`src/rtl/chan_imp_pkg.sv`:
```
// Shared types and helpers for the channel impairment injector.
// Mode and FSM encodings, LFSR constants and a bit counter.
package chan_imp_pkg;

  typedef enum logic [1:0] {
    MODE_PASS     = 2'd0,
    MODE_PERIODIC = 2'd1,
    MODE_BURST    = 2'd2,
    MODE_RANDOM   = 2'd3
  } mode_e;

  typedef enum logic [1:0] {
    ST_COUNT = 2'd0,
    ST_BURST = 2'd1,
    ST_DONE  = 2'd2
  } state_e;

  // Right-shifting form of x^16+x^14+x^13+x^11+1: feedback from bits 0,2,3,5.
  localparam logic [15:0] LFSR_TAPS    = 16'h002D;
  localparam logic [15:0] DEFAULT_SEED = 16'hACE1;

  // Masks up to this width are supported by popcount.
  localparam int POP_MAX_W = 32;

  function automatic logic [7:0] popcount(input logic [POP_MAX_W-1:0] v);
    logic [7:0] n;
    n = '0;
    for (int i = 0; i < POP_MAX_W; i++) begin
      n = n + {7'd0, v[i]};
    end
    return n;
  endfunction

  function automatic logic [15:0] lfsr_next(input logic [15:0] s);
    return {^(s & LFSR_TAPS), s[15:1]};
  endfunction

endpackage

```
`src/rtl/chan_lfsr16.sv`:
```
// 16-bit Fibonacci LFSR with seed reload and enable-gated stepping.
// Reset and load both return the register to SEED.
module chan_lfsr16
  import chan_imp_pkg::*;
#(
  parameter logic [15:0] SEED = DEFAULT_SEED
) (
  input  logic        clk,
  input  logic        rst,
  input  logic        load,
  input  logic        step,
  output logic [15:0] value
);

  always_ff @(posedge clk or negedge rst) begin
    if (!rst) begin
      value <= SEED;
    end else if (load) begin
      value <= SEED;
    end else if (step) begin
      value <= lfsr_next(value);
    end
  end

endmodule

```
`src/rtl/channel_impairment.sv`:
```
// Configurable error injector between convolutional encoder and Viterbi decoder.
// One register stage; saturating symbol and bit-error counters; windowed injection.
module channel_impairment
  import chan_imp_pkg::*;
#(
  parameter int          W     = 2,
  parameter int          CNT_W = 16,
  parameter logic [15:0] SEED  = DEFAULT_SEED
) (
  input  logic             clk,
  input  logic             rst,
  input  logic [1:0]       cfg_mode_i,
  input  logic [7:0]       cfg_period_i,
  input  logic [7:0]       cfg_burst_len_i,
  input  logic [15:0]      cfg_thresh_i,
  input  logic [W-1:0]     cfg_mask_i,
  input  logic [CNT_W-1:0] cfg_window_i,
  input  logic             clr_i,
  input  logic             valid_i,
  input  logic [W-1:0]     sym_i,
  output logic             valid_o,
  output logic [W-1:0]     sym_o,
  output logic             err_o,
  output logic [CNT_W-1:0] sym_ct_o,
  output logic [CNT_W-1:0] bit_err_ct_o,
  output logic             done_o
);

  localparam logic [CNT_W-1:0] CNT_MAX = '1;
  localparam logic [CNT_W+7:0] SUM_MAX = {8'd0, CNT_MAX};

  mode_e       mode;
  state_e      state, state_next;
  logic [7:0]  pcnt, pcnt_next, bcnt, bcnt_next, bcnt_inc, last;
  logic [15:0] lfsr;
  logic        eligible, hit, inject, lfsr_step;
  logic [7:0]  pop;
  logic [CNT_W+7:0] err_sum;

  assign mode     = mode_e'(cfg_mode_i);
  assign last     = (cfg_period_i == 8'd0) ? 8'd0 : cfg_period_i - 8'd1;
  // >= rather than == so a shrinking period cannot strand pcnt above the wrap point
  assign hit      = (pcnt >= last);
  assign bcnt_inc = bcnt + 8'd1;
  assign eligible = (cfg_window_i == '0) || (sym_ct_o < cfg_window_i);
  assign pop      = popcount(POP_MAX_W'(cfg_mask_i));
  assign err_sum  = {8'd0, bit_err_ct_o} + {{CNT_W{1'b0}}, pop};

  chan_lfsr16 #(.SEED(SEED)) u_lfsr (
    .clk   (clk),
    .rst   (rst),
    .load  (clr_i),
    .step  (lfsr_step),
    .value (lfsr)
  );

  always_ff @(posedge clk or negedge rst) begin
    if (!rst) begin
      state <= ST_COUNT;
      pcnt  <= '0;
      bcnt  <= '0;
    end else begin
      state <= state_next;
      pcnt  <= pcnt_next;
      bcnt  <= bcnt_next;
    end
  end

  // A BURST state seen under a non-burst mode is handled as COUNT.
  always_comb begin
    state_next = state;
    pcnt_next  = pcnt;
    bcnt_next  = bcnt;
    if (clr_i) begin
      state_next = ST_COUNT;
      pcnt_next  = '0;
      bcnt_next  = '0;
    end else if (valid_i) begin
      if (!eligible) begin
        state_next = ST_DONE;
      end else if (state != ST_DONE) begin
        case (mode)
          MODE_PERIODIC: begin
            state_next = ST_COUNT;
            bcnt_next  = '0;
            pcnt_next  = hit ? 8'd0 : pcnt + 8'd1;
          end
          MODE_BURST: begin
            if (state == ST_BURST) begin
              bcnt_next = bcnt_inc;
              if (bcnt_inc >= cfg_burst_len_i) begin
                state_next = ST_COUNT;
                bcnt_next  = '0;
              end
            end else if (hit) begin
              pcnt_next = '0;
              if (cfg_burst_len_i > 8'd1) begin
                state_next = ST_BURST;
                bcnt_next  = 8'd1;
              end
            end else begin
              pcnt_next = pcnt + 8'd1;
            end
          end
          default: begin
            state_next = ST_COUNT;
            bcnt_next  = '0;
          end
        endcase
      end
    end
  end

  always_comb begin
    inject    = 1'b0;
    lfsr_step = 1'b0;
    if (valid_i && !clr_i) begin
      lfsr_step = (mode == MODE_RANDOM);
      if (eligible && state != ST_DONE) begin
        case (mode)
          MODE_PERIODIC: inject = hit;
          MODE_BURST:    inject = (state == ST_BURST) || (hit && cfg_burst_len_i != 8'd0);
          MODE_RANDOM:   inject = (lfsr < cfg_thresh_i);
          default:       inject = 1'b0;
        endcase
      end
    end
  end

  always_ff @(posedge clk or negedge rst) begin
    if (!rst) begin
      valid_o      <= 1'b0;
      sym_o        <= '0;
      err_o        <= 1'b0;
      sym_ct_o     <= '0;
      bit_err_ct_o <= '0;
      done_o       <= 1'b0;
    end else begin
      valid_o <= valid_i;
      sym_o   <= inject ? (sym_i ^ cfg_mask_i) : sym_i;
      err_o   <= inject;
      if (clr_i) begin
        sym_ct_o     <= '0;
        bit_err_ct_o <= '0;
        done_o       <= 1'b0;
      end else if (valid_i) begin
        if (sym_ct_o != CNT_MAX) begin
          sym_ct_o <= sym_ct_o + {{(CNT_W-1){1'b0}}, 1'b1};
        end
        if (inject) begin
          bit_err_ct_o <= (err_sum > SUM_MAX) ? CNT_MAX : err_sum[CNT_W-1:0];
        end
        if (!eligible) begin
          done_o <= 1'b1;
        end
      end
    end
  end

endmodule

```
`config.mk`:
```
export PLATFORM = sky130hd
export DESIGN_NAME = channel_impairment
export DESIGN_NICKNAME = d
export VERILOG_FILES = /design/src/rtl/chan_imp_pkg.sv /design/src/rtl/chan_lfsr16.sv /design/src/rtl/channel_impairment.sv
export SDC_FILE = /design/constraint.sdc
export NUM_CORES = 1
export LEC_CHECK = 0
export ABC_AREA = 1
export CAP_MARGIN = 25
export CORE_AREA = 2 2 95 143
export CTS_CLUSTER_DIAMETER = 150
export DETAILED_ROUTE_END_ITERATION = 6
export DIE_AREA = 0 0 97 145
export PLACE_DENSITY = 0.8
export SLEW_MARGIN = 40
export SYNTH_ARGS = -nofsm -noshare
export SYNTH_HDL_FRONTEND = slang
export SYNTH_SLANG_ARGS = --single-unit
```
`constraint.sdc`:
```
create_clock -name clk -period 2.37 [get_ports clk]
set_input_delay 0.3555 -clock clk [delete_from_list [all_inputs] [get_ports clk]]
set_output_delay 0.3555 -clock clk [all_outputs]
set_load 0.03 [all_outputs]
```
==> summary.txt <==
Cells and area
  • Area of the multi-input gates: 3400 µm²
  • Area delta synth->final: 41.4%
  • FF+latch area: 1790 µm²
  • Fin area: 7700 µm²
  • Fin util: 0.600
  • Fillers: 1115
  • Post-layout nets: 1007
  • # diodes: 0
  • Layout cells sized above 1: 0.202

Logic synthesis
  • Synth unique cells: 46
  • Syn. warnings: 0
  • Post-synth top area share: 0.290
  • Most common cell in the synthesized netlist: nand2_1
  • Post-synth ARST share: 1.00
  • Synth area leaders: dfrtp_1, nand2_1, ha_1, inv_1, nand3_1
  • Top cells by instance count after synthesis: nand2_1, inv_1, nand3_1
  • Netlist Area Pre-Place: 5440 µm²
  • FF+latch count, synth: 71
  • EDFF count, synth: 0
  • Synth Flop Type: dfrtp_1
  • Sequential fraction of the synthesis area: 0.328
  • Synthesized Nets: 848
  • Yosys top cell by area: dfrtp_1
  • Syn avg cell area: 7.38 µm²
  • Post-Synthesis Cells: 738

STA
  • Clock Skew: 0.00972 ns
  • Crit share post-route: 1.02
  • Tmin final: 2.42 ns
  • RSZ-0062 raised after global routing: true
  • Final hold slack: 0.0107 ns
  • Endpoints failing hold: 0
  • Fmax: 0.413 GHz
  • Final worst slack: -0.0502 ns
  • Slew headroom: 0.599
  • Final setup violation count: 25
  • Final Max Slew Viols: 0
  • Worst slew pin tran: 0.599 ns

Worst setup path
  • CP Class: input pin to flop
  • Crit path max fanout: 5
  • Crit path arrival time: 2.64 ns
  • Crit end category: flop
  • Crit. Startpoint: cfg_period_i[2]
  • Worst path required time: 2.59 ns
  • Critical path startpoint category: input pin
  • Worst r2r src: bcnt[1]
  • FF-to-FF End: bcnt[6]
  • Cells on worst reg2reg path: 12
  • R2R Setup Slk: -0.05 ns

Die
  • Placement row count: 51
  • CORE AREA: 12800 µm²
  • Die outline height: 145 µm
  • Initial Util: 0.424
  • I/O pins: 95
  • Die ar.: 14100 µm²
  • Die W: 97 µm

Drt
  • Routed WL per cell: 13.8 µm
  • Via/cell ratio: 5.12
  • Drt total wl: 14600 µm
  • Antenna-violating nets left: 0
  • Vias: 5430
  • Pre-antenna DRT Iters: 5
  • DRC errors left: 0
  • DRT iter0 DRCs: 218

Place
  • Port Buffers: 94
  • Detail Placement HPWL: 10400 µm
  • Routability congestion estimate from global placement: 0.912
  • Cell Area, Placed: 6910 µm²

Global routing
  • Largest net degree at the start of global routing: 72
  • First-pass GRT wire length: 23700 µm
  • Vias in the first global route: 5220
  • Gr ovfl total: 0
  • Gr usage total: 0.204
  • Initial antenna violation count: 0

Hold path
  • Hold crit path type: input pin to async pin

Clock network
  • Post-CTS Hold Buffers: 0
  • Clock Tree Buf Depth: 2
  • Clk pin slew, worst setup/hold paths: 0.06 ns
  • CTS tree: built
  • H-tree depth: 3
  • Clk root buf: clkbuf_16
  • CTS Buf Count: 9
  • CTS sink cnt: 71
  • Clock latency on the worst-skew pair: 0.34 ns

Power and ir drop
  • Final Power: 3.27 mW
  • Leak: 3.90 nW
  • Peak supply drop: 269 µV
  • PD cells: 425 nW/µm²

Outcome
  • Outcome: complete, but fails checks
  • Failing checks: negative setup slack

Job
  • Max_cap viols: 0
==> how the worst max path moves through the flow <==
stage / to / depth (start not counted)
finish: sym_o[1] / 19
global route: bit_err_ct_o[2] / 18
CTS: bit_err_ct_o[13] / 21
detailed placement: bit_err_ct_o[4] / 17
global placement: bit_err_ct_o[2] / 19
floorplan: sym_o[0] / 17
==> stage by stage <==
stage	setup TNS, ns	setup WS (ns)	instances
2_1_floorplan	0	0.0129	738
3_3_place_gp	-19.44	-0.591	1026
3_5_place_dp	-22.45	-0.683	1026
4_1_cts	-0.464	-0.0389	1054
5_1_grt	-6.34	-0.211	1061
6_report	-0.719	-0.0502	1061
==> flip-flops by register name, indices dropped and copies added (netlist names) <==
name / count
bit_err_ct_o: 16
sym_o: 2
sym_ct_o: 16
pcnt: 8
state: 2
bcnt: 8
valid_o: 1
u_lfsr.value: 16
err_o: 1
done_o: 1
==> cell usage in the layout, fill, tap and decap left out, drive strengths merged, types with 2 or more instances in the layout <==
cell type,n
nor3,14
xnor2,10
nand3,78
nand3b,3
o21a,3
inv,123
o21bai,2
a21oi,29
o22ai,9
o31ai,6
nor2,60
dfrtp,63
dfstp,8
a31oi,4
ha,51
clkbuf,15
nand4,12
nand2,184
a22oi,7
xor2,21
clkdlybuf4s50,86
buf,70
clkinv,2
or2,2
nor4,7
o21ai,24
==> area by class of cell <==
type                    instances  area share
inverters                     123      0.0600
clock buffers                  13      0.0351
well taps                     159      0.0258
flip-flops and latches         71       0.232
repair buffers                160       0.201
multi-input cells             532       0.441
clock inverters                 3     0.00520
==> per-layer routing <==
metal,routed length [µm],track usage,part of all wire
met2,8140,0.378,0.56
met5,0,0,0
met3,535,0.0284,0.037
met4,482,0.100,0.033
met1,5440,0.224,0.37
==> cells by family after synthesis <==
kind of cell	synth area share
flip-flops	0.328
XOR/XNOR	0.0499
AO/OA/AOI/OAI	0.100
buffers and inverters	0.0991
adder cells (fa/ha/maj)	0.121
AND/OR/NAND/NOR	0.302
==> critical path, stage by stage <==
cell and delay, ns:
buf_8 0.10, nor2_4 0.11, nand2_2 0.07, nor2_4 0.11, inv_2 0.06, nor3_4 0.13, xor2_1 0.19, nand2_1 0.13
ha_4 0.29, nand2_2 0.06, o21a_1 0.19, nand2_2 0.11, a21oi_4 0.07, a21oi_4 0.17, nand2_2 0.09, buf_6 0.14
buf_16 0.14, nand2_4 0.05, o21ai_2 0.06
==> where the power goes <==
part / switching, mW / internal [mW]
Clock: 0.510 / 0.897
Combinational: 0.308 / 0.269
Sequential: 0.0368 / 1.25
==> timing repair <==
action,CTS,global route
endpoints found under the setup margin,37,37
resized for setup,57,44
pin swaps,30,42
buffers inserted,11,7
cloned,3,0
hold endpoints to repair,0,0
Note: power is estimated with default switching activity, not from simulation.
